<file path="src/rtl/uart_top_if.sv">
// uart_top_if: control and status bundle of the loopback UART.
// The top module takes the slave side; the owner of the block takes the master side.
interface uart_top_if;
    logic       tx_en;
    logic       rx_en;
    logic [7:0] data_in;
    logic [7:0] data_out;
    logic       tx_start;
    logic       rx_start;
    logic       tx_busy;
    logic       rx_busy;
    logic       tx_done;
    logic       rx_done;

    modport master (
        output tx_en, rx_en, data_in,
        input  data_out, tx_start, rx_start,
        input  tx_busy, rx_busy, tx_done, rx_done
    );

    modport slave (
        input  tx_en, rx_en, data_in,
        output data_out, tx_start, rx_start,
        output tx_busy, rx_busy, tx_done, rx_done
    );
endinterface

</file>
<file path="src/rtl/uart_top.sv">
// uart_top: 8N1 UART transmitter and receiver joined by an internal
// loopback line; used as a self-test block.
module uart_top #(
    parameter int CLK_FREQ  = 100000000,
    parameter int BAUD_RATE = 115200
) (
    input logic       clk,
    input logic       reset,
    uart_top_if.slave bus
);
    localparam int CLKS_PER_BIT = CLK_FREQ / BAUD_RATE;
    localparam int CW = $clog2(CLKS_PER_BIT + 1);
    localparam logic [CW-1:0] BIT_LAST  = CW'(CLKS_PER_BIT - 1);
    localparam logic [CW-1:0] HALF_LAST = CW'(CLKS_PER_BIT / 2 - 1);

    typedef enum logic [2:0] {
        TX_IDLE, TX_START, TX_DATA, TX_STOP, TX_DONE
    } tx_state_t;

    typedef enum logic [1:0] {
        RX_IDLE, RX_START, RX_DATA, RX_STOP
    } rx_state_t;

    tx_state_t     tx_state, tx_next;
    logic [CW-1:0] tx_cnt;
    logic [2:0]    tx_idx;
    logic [7:0]    tx_shreg;
    logic          armed;
    logic          tx_line;
    logic          tx_bit_end;
    logic          tx_go;

    rx_state_t     rx_state, rx_next;
    logic [CW-1:0] rx_cnt;
    logic [2:0]    rx_idx;
    logic [7:0]    rx_shreg;
    logic          rx_err;
    logic          rx_s1, rx_s2, rx_prev;
    logic          rx_fall, rx_bit_end, rx_half;
    logic          rx_start_q, rx_busy_q, rx_done_q;
    logic [7:0]    data_q;

    // armed keeps tx_start low while reset is held and until the first edge after it.
    assign tx_bit_end = (tx_cnt == BIT_LAST);
    assign tx_go      = armed && bus.tx_en && (tx_state == TX_IDLE);

    always_ff @(posedge clk or negedge reset) begin
        if (!reset) tx_state <= TX_IDLE;
        else        tx_state <= tx_next;
    end

    always_comb begin
        tx_next = tx_state;
        tx_line = 1'b1;
        unique case (tx_state)
            TX_IDLE:  if (tx_go) tx_next = TX_START;
            TX_START: begin
                tx_line = 1'b0;
                if (tx_bit_end) tx_next = TX_DATA;
            end
            TX_DATA: begin
                tx_line = tx_shreg[0];
                if (tx_bit_end && tx_idx == 3'd7) tx_next = TX_STOP;
            end
            TX_STOP:  if (tx_bit_end) tx_next = TX_DONE;
            TX_DONE:  tx_next = TX_IDLE;
            default:  tx_next = TX_IDLE;
        endcase
    end

    always_ff @(posedge clk or negedge reset) begin
        if (!reset) begin
            armed    <= 1'b0;
            tx_cnt   <= '0;
            tx_idx   <= '0;
            tx_shreg <= '0;
        end else begin
            armed <= 1'b1;
            if (tx_go) begin
                tx_shreg <= bus.data_in;
                tx_cnt   <= '0;
                tx_idx   <= '0;
            end else if (tx_state inside {TX_START, TX_DATA, TX_STOP}) begin
                if (tx_bit_end) begin
                    tx_cnt <= '0;
                    if (tx_state == TX_DATA) begin
                        tx_shreg <= tx_shreg >> 1;
                        tx_idx   <= tx_idx + 3'd1;
                    end
                end else begin
                    tx_cnt <= tx_cnt + CW'(1);
                end
            end
        end
    end

    assign bus.tx_start = tx_go;
    assign bus.tx_busy  = tx_state inside {TX_START, TX_DATA, TX_STOP};
    assign bus.tx_done  = (tx_state == TX_DONE);

    always_ff @(posedge clk or negedge reset) begin
        if (!reset) begin
            rx_s1   <= 1'b1;
            rx_s2   <= 1'b1;
            rx_prev <= 1'b1;
        end else begin
            rx_s1   <= tx_line;
            rx_s2   <= rx_s1;
            rx_prev <= rx_s2;
        end
    end

    assign rx_fall    = rx_prev && !rx_s2;
    assign rx_bit_end = (rx_cnt == BIT_LAST);
    assign rx_half    = (rx_cnt == HALF_LAST);

    always_ff @(posedge clk or negedge reset) begin
        if (!reset) rx_state <= RX_IDLE;
        else        rx_state <= rx_next;
    end

    // A framing error parks in STOP until the line is high again.
    always_comb begin
        rx_next = rx_state;
        unique case (rx_state)
            RX_IDLE:  if (bus.rx_en && rx_fall) rx_next = RX_START;
            RX_START: if (rx_half) rx_next = rx_s2 ? RX_IDLE : RX_DATA;
            RX_DATA:  if (rx_bit_end && rx_idx == 3'd7) rx_next = RX_STOP;
            RX_STOP:  if ((rx_bit_end || rx_err) && rx_s2) rx_next = RX_IDLE;
            default:  rx_next = RX_IDLE;
        endcase
    end

    always_ff @(posedge clk or negedge reset) begin
        if (!reset) begin
            rx_cnt     <= '0;
            rx_idx     <= '0;
            rx_shreg   <= '0;
            rx_err     <= 1'b0;
            rx_start_q <= 1'b0;
            rx_busy_q  <= 1'b0;
            rx_done_q  <= 1'b0;
            data_q     <= '0;
        end else begin
            rx_start_q <= 1'b0;
            rx_done_q  <= 1'b0;
            unique case (rx_state)
                RX_IDLE: begin
                    rx_cnt <= '0;
                    rx_idx <= '0;
                    rx_err <= 1'b0;
                    if (rx_next == RX_START) begin
                        rx_start_q <= 1'b1;
                        rx_busy_q  <= 1'b1;
                    end
                end
                RX_START: begin
                    if (rx_half) begin
                        rx_cnt <= '0;
                        if (rx_s2) rx_busy_q <= 1'b0;
                    end else begin
                        rx_cnt <= rx_cnt + CW'(1);
                    end
                end
                RX_DATA: begin
                    if (rx_bit_end) begin
                        rx_cnt   <= '0;
                        rx_shreg <= {rx_s2, rx_shreg[7:1]};
                        rx_idx   <= rx_idx + 3'd1;
                    end else begin
                        rx_cnt <= rx_cnt + CW'(1);
                    end
                end
                RX_STOP: begin
                    rx_cnt <= rx_bit_end ? '0 : rx_cnt + CW'(1);
                    if (rx_bit_end && !rx_s2) rx_err <= 1'b1;
                    if (rx_next == RX_IDLE) begin
                        rx_busy_q <= 1'b0;
                        if (!rx_err) begin
                            data_q    <= rx_shreg;
                            rx_done_q <= 1'b1;
                        end
                    end
                end
                default: rx_cnt <= '0;
            endcase
        end
    end

    assign bus.rx_start = rx_start_q;
    assign bus.rx_busy  = rx_busy_q;
    assign bus.rx_done  = rx_done_q;
    assign bus.data_out = data_q;
endmodule

</file>
<file path="src/flat_wrapper.sv">
// flat-port wrapper written by rule: the top's interface ports become plain ports
module uart_top_flat 
#(
    parameter int CLK_FREQ  = 100000000,
    parameter int BAUD_RATE = 115200
)
  (clk, reset, bus_tx_en, bus_rx_en, bus_data_in, bus_data_out, bus_tx_start, bus_rx_start, bus_tx_busy, bus_rx_busy, bus_tx_done, bus_rx_done);
  uart_top_if bus_i ();
  input logic clk;
  input logic reset;
  input wire logic [$bits(bus_i.tx_en)-1:0] bus_tx_en;
  input wire logic [$bits(bus_i.rx_en)-1:0] bus_rx_en;
  input wire logic [$bits(bus_i.data_in)-1:0] bus_data_in;
  output wire logic [$bits(bus_i.data_out)-1:0] bus_data_out;
  output wire logic [$bits(bus_i.tx_start)-1:0] bus_tx_start;
  output wire logic [$bits(bus_i.rx_start)-1:0] bus_rx_start;
  output wire logic [$bits(bus_i.tx_busy)-1:0] bus_tx_busy;
  output wire logic [$bits(bus_i.rx_busy)-1:0] bus_rx_busy;
  output wire logic [$bits(bus_i.tx_done)-1:0] bus_tx_done;
  output wire logic [$bits(bus_i.rx_done)-1:0] bus_rx_done;
  assign bus_i.tx_en = bus_tx_en;
  assign bus_i.rx_en = bus_rx_en;
  assign bus_i.data_in = bus_data_in;
  assign bus_data_out = bus_i.data_out;
  assign bus_tx_start = bus_i.tx_start;
  assign bus_rx_start = bus_i.rx_start;
  assign bus_tx_busy = bus_i.tx_busy;
  assign bus_rx_busy = bus_i.rx_busy;
  assign bus_tx_done = bus_i.tx_done;
  assign bus_rx_done = bus_i.rx_done;
  uart_top #(.CLK_FREQ(CLK_FREQ), .BAUD_RATE(BAUD_RATE)) u_core (.clk(clk), .reset(reset), .bus(bus_i));
endmodule
</file>
<file path="config.mk">
export PLATFORM = sky130hd
export DESIGN_NAME = uart_top_flat
export DESIGN_NICKNAME = d
export VERILOG_FILES = /design/src/rtl/uart_top_if.sv /design/src/rtl/uart_top.sv /design/src/flat_wrapper.sv
export SDC_FILE = /design/constraint.sdc
export NUM_CORES = 1
export LEC_CHECK = 0
export BUFFER_PORTS_ARGS = -buffer_cell sky130_fd_sc_hd__clkbuf_2
export CAP_MARGIN = 0
export CORE_AREA = 2 2 75 77
export DETAILED_ROUTE_END_ITERATION = 6
export DIE_AREA = 0 0 77 79
export GPL_ROUTABILITY_DRIVEN = 0
export PLACE_DENSITY = 0.76
export SLEW_MARGIN = 20
export SYNTH_ARGS = -nofsm -noshare
export SYNTH_HDL_FRONTEND = slang
export SYNTH_SLANG_ARGS = --single-unit
</file>
<file path="constraint.sdc">
create_clock -name clk -period 2.6 [get_ports clk]
set_input_delay 0 -clock clk [delete_from_list [all_inputs] [get_ports clk]]
set_output_delay 0 -clock clk [all_outputs]
set_load 0.005 [all_outputs]
</file>
**After elaboration in Yosys (flattened, before gate mapping)**

Index checks and enable logic that the tools add are counted.

- Register bits: 63
- Input port bits: 12
- Logic and storage cells: 113

- Add/subtract/negate cells: 4
- Equal/unequal tests: 23
- Multiplexer cells: 40
- Bitwise logic cells: 1
- Reductions and logical operators: 28

Operators with widths:

| cell | number |
|---|---|
| $mux 10 | 5 |
| $mux 8 | 4 |
| $pmux 10 s3 | 1 |
| $mux 3 | 9 |
| $add 10x1->10 const B | 2 |
| $eq 10x10->1 const B | 2 |
| $ne 2x1->1 const B | 9 |
| $pmux 3 s4 | 1 |
| $eq 10x9->1 const B | 1 |
| $mux 1 | 10 |
| $mux 2 | 5 |
| $reduce_bool 2->1 | 5 |
| $eq 3x3->1 const B | 3 |
| $logic_and 1x1->1 | 8 |
| $pmux 2 s4 | 1 |
| $add 3x1->3 const B | 2 |
| $eq 3x2->1 const B | 2 |
| $pmux 3 s2 | 1 |
| $reduce_and 2->1 | 3 |
| $reduce_and 3->1 | 2 |
| $reduce_bool 3->1 | 2 |
| $reduce_and 5->1 | 1 |
| $eq 2x1->1 const B | 2 |
| $eq 2x2->1 const B | 2 |
| other kinds (11) | 13 |

**Depth between registers and ports, before layout**

- Depth after elaboration: 8
- Depth in mapped cells: 6
- Gate-level depth less buffers: 6

**Least setup slack after synthesis**

No wires, ideal clock.

- Kind: reg-to-reg
- Start point: register u_core.rx_cnt[0]
- End point: register u_core.rx_shreg[0]
- Library setup time: 125 ps
- Data arrival time: 1825 ps
- Required time: 2475 ps
- Path slack: 650 ps
- Cell stages (with the launch flop): 7
- Path buffers: 1
- Period minus slack after synthesis: 1950 ps
- Cells stage by stage: dfrtp_1 ha_1 and4bb_4 nand4_4 or3b_1 buf_6 mux2_4

- Longest elaborated chain between the ends: 2

RTL lines:

| what | line | source |
|---|---|---|
| start, declared | uart_top.sv:34 | `logic [CW-1:0] rx_cnt;` |
| start signal, assigned | uart_top.sv:162 | `rx_cnt <= rx_cnt + CW'(1);` |
| start signal, assigned | uart_top.sv:171 | `rx_cnt <= rx_cnt + CW'(1);` |
| start signal, assigned | uart_top.sv:175 | `rx_cnt <= rx_bit_end ? '0 : rx_cnt + CW'(1);` |
| $eq 10x10->1 | uart_top.sv:114 | `assign rx_bit_end = (rx_cnt == BIT_LAST);` |
| $reduce_and 2->1 (no line) | n/a |  |
| end signal, assigned | uart_top.sv:168 | `rx_shreg <= {rx_s2, rx_shreg[7:1]};` |
| end, declared | uart_top.sv:36 | `logic [7:0] rx_shreg;` |

No other way between the ends.
A chain may end at the register's enable or synchronous reset.

**Final worst setup path**

- Start point: register u_core.rx_cnt[0]
- End point: register u_core.rx_shreg[4]

The elaborated chain is that of the path after synthesis.

==> results.toml <==
[outcome]
status = "completed"

[cts]
h-tree-depth = 3
cts-root-buf = "clkbuf_8"
clkTransAtPathRegs_ps = 70
clockBufferDepth = 2
clock_latency_ps = 340
tritoncts = "yes"
cts_made_buffers = 9
clkSinkCount = 63

[layout]
syn2layout_area_growth_pct = 15.9
diodes = 0
final_common_cell = "dfrtp_1"
multiInputGateArea_mm2 = 0.00130
fin_nets = 322
seqCellArea_mm2 = 0.00158
finalNonFillerCells = 379
drive_above_1_share = 0.228
fill_cells = 459
layout_common_cells = "dfrtp_1 (60), nor2_1 (29), clkbuf_2 (25)"

[synthesis]
syn_inst = 266
ys_async_sr_fraction = 1.00
netlist.area_leader.share = 0.504
syn-num-nets = 285
syn_area_per_cell_um2 = 11.2
yosysSeqAreaShare = 0.531
yosys.cell_types.count = 46
synth-seq-cells = 63
synth.largest_area_cell = "dfrtp_1"
ys_warn_count = 0
ys_top_cells_by_area = "dfrtp_1 (50%), mux2_4 (4.0%), nor2_1 (3.7%)"
ys.flop_type = "dfrtp_1"
synth_edf_count = 0
syn_area_mm2 = 0.00298

[setup_path]
r2r_setup_slack_ps = 390
crit_required_ps = 2820
r2r_cells = 5
crit_start = "u_core.rx_cnt[0]$_DFF_PN0_"
reg2reg_from = "u_core.rx_cnt[0]$_DFF_PN0_"
crit_end = "u_core.rx_shreg[4]$_DFFE_PN0P_"
critPathArrivalTime_ps = 2440
crit_type = "reg2reg"
endpoint_kind = "flip-flop"
timing.rr.end = "u_core.rx_shreg[4]$_DFFE_PN0P_"
cp_max_fo = 9
cp-start-kind = "flip-flop"

[floorplanning]
fp-row-count = 27
die_y_um = 79
core_area_mm2 = 0.00534
start_util = 0.558
die_w_um = 77
io_pins = 26
dieArea_mm2 = 0.00608

[routing]
drc = 0
drtPass1Iterations = 4
totalWireLength_um = 5340
wire_per_inst_um = 14.1
detail-route-antenna-nets = 0
dr_total_vias = 2082
viasPerCell = 5.49
drtIter0Drc = 116

[pwr]
p_leak_nw = 1.65
ir_drop_mv = 0.394
power_mw = 1.86
power_density_mw_per_mm2 = 540

[timing]
max_freq_mhz = 452
finalCritPeriodShare = 0.852
worst_clock_skew_ps = 5.00
finalSetupTns_ps = 0
worst_slack_ps = 386
fin_crit_ps = 2210
setup_viol = 0
grt_setup_unrepaired = "no"
maxSlewViolCount = 0
hold_viol = 0
worst_pin_slew_ps = 914
maxSlewHeadroom = 0.390

[place]
hpwlAfterDp_um = 3630
dp.cells = 355
dp_slack_ps = 388
port_buffers = 25

[min_path]
hold_class = "in2reg"

[global_route]
grt.total_usage = 0.199
grt_pass1_vias = 2124
antenna_found_initial = 0
grt_max_degree = 39
grt_pass1_wl_um = 9380
overflow = 0

[flow_run]
max_cap_violations = 0
==> layout make-up <==
cell class | instances | share of cell area
Tap cell | 72 | 0.0261
Clock inverter | 4 | 0.0130
Timing Repair Buffer | 38 | 0.0710
Inverter | 11 | 0.0120
Sequential cell | 63 | 0.458
Multi-Input combinational cell | 180 | 0.376
Clock buffer | 11 | 0.0439
==> synthesized netlist by cell type, drive strengths merged, types with 3 or more instances <==
| library cell | instances |
|---|---|
| xor2 | 5 |
| xnor2 | 9 |
| and3 | 3 |
| nor3b | 4 |
| o21bai | 3 |
| mux2i | 7 |
| mux2 | 17 |
| nand4 | 6 |
| a22o | 6 |
| o21ai | 10 |
| nor2 | 29 |
| dfrtp | 60 |
| a21oi | 10 |
| nand3 | 9 |
| and2 | 3 |
| clkbuf | 7 |
| o22ai | 3 |
| dfstp | 3 |
| buf | 5 |
| ha | 7 |
| nor3 | 5 |
| nand2 | 17 |
| a31oi | 3 |
| inv | 11 |
==> sequential cells by signal, summed over array words and instances (netlist names), 2 cells and up <==
signal and cells:
u_core.rx_cnt 10, u_core.tx_cnt 10, u_core.bus.data_out 8, u_core.rx_shreg 8, u_core.tx_shreg 8, u_core.rx_idx 3, u_core.tx_idx 3, u_core.tx_state 3
u_core.rx_state 2
==> per-layer routing <==
layer / global-route usage / vias up / wire length (um)
met2: 0.317 / 50 / 2550
li1: - / 1017 / -
met3: 0.0455 / 16 / 245
met5: 0 / - / 0
met1: 0.246 / 999 / 2420
met4: 0.130 / 0 / 136
==> report_power, final <==
part / internal (mW) / switching (mW)
combinational: 0.0168 / 0.0239
sequential: 0.981 / 0.000504
clock: 0.484 / 0.357
==> repair_timing <==
| item | in CTS | in global routing |
|---|---|---|
| setup buffers | 0 | 0 |
| endpoints found under the hold margin | 42 | 0 |
| resized for setup | 0 | 0 |
| hold buffers | 9 | 0 |
| endpoints found under the setup margin | 0 | 0 |
==> worst max-delay path, stage by stage, from the launching register on <==
cell      delay, ps
dfrtp_1         410
ha_1            230
and4bb_4        290
nand4_4         170
or3b_1          620
mux2_4          380
==> how the worst min path moves through the flow <==
stage | cells past startpoint | end | from | slack (ps)
4_1_cts | 3 | u_core.tx_shreg[3]$_DFFE_PN0P_ | bus_data_in[3] | 7
3_3_place_gp | 1 | u_core.bus.data_out[3]$_DFFE_PN0P_ | reset | 170
2_1_floorplan | 0 | u_core.armed$_DFF_PN0_ | reset | -300
6_report | 3 | u_core.tx_shreg[3]$_DFFE_PN0P_ | bus_data_in[3] | 20
3_5_place_dp | 1 | u_core.bus.data_out[3]$_DFFE_PN0P_ | reset | 180
5_1_grt | 3 | u_core.tx_shreg[3]$_DFFE_PN0P_ | bus_data_in[3] | 50
==> kinds of logic (layout without fill, tap and decap cells) <==
group,count (synthesis),in the layout,share of synthesized area
xor+xnor,14,14,0.0412
mux,24,24,0.0979
simple gates,91,91,0.173
other cells,1,1,0.00126
fa+ha+maj,7,7,0.0294
buf+inv,23,64,0.0332
compound gates,43,43,0.0933
flops,63,63,0.531
==> metrics by stage <==
step / util / hold slack (ps) / instance area (um2)
2_1_floorplan: - / -296 / 2980
4_1_cts: 0.647 / 6.62 / 3450
6_report: 0.647 / 20.7 / 3450
3_3_place_gp: 0.593 / 171 / 3170
3_5_place_dp: 0.593 / 177 / 3170
5_1_grt: 0.647 / 52.1 / 3450
(Power assumes the default switching activity.)
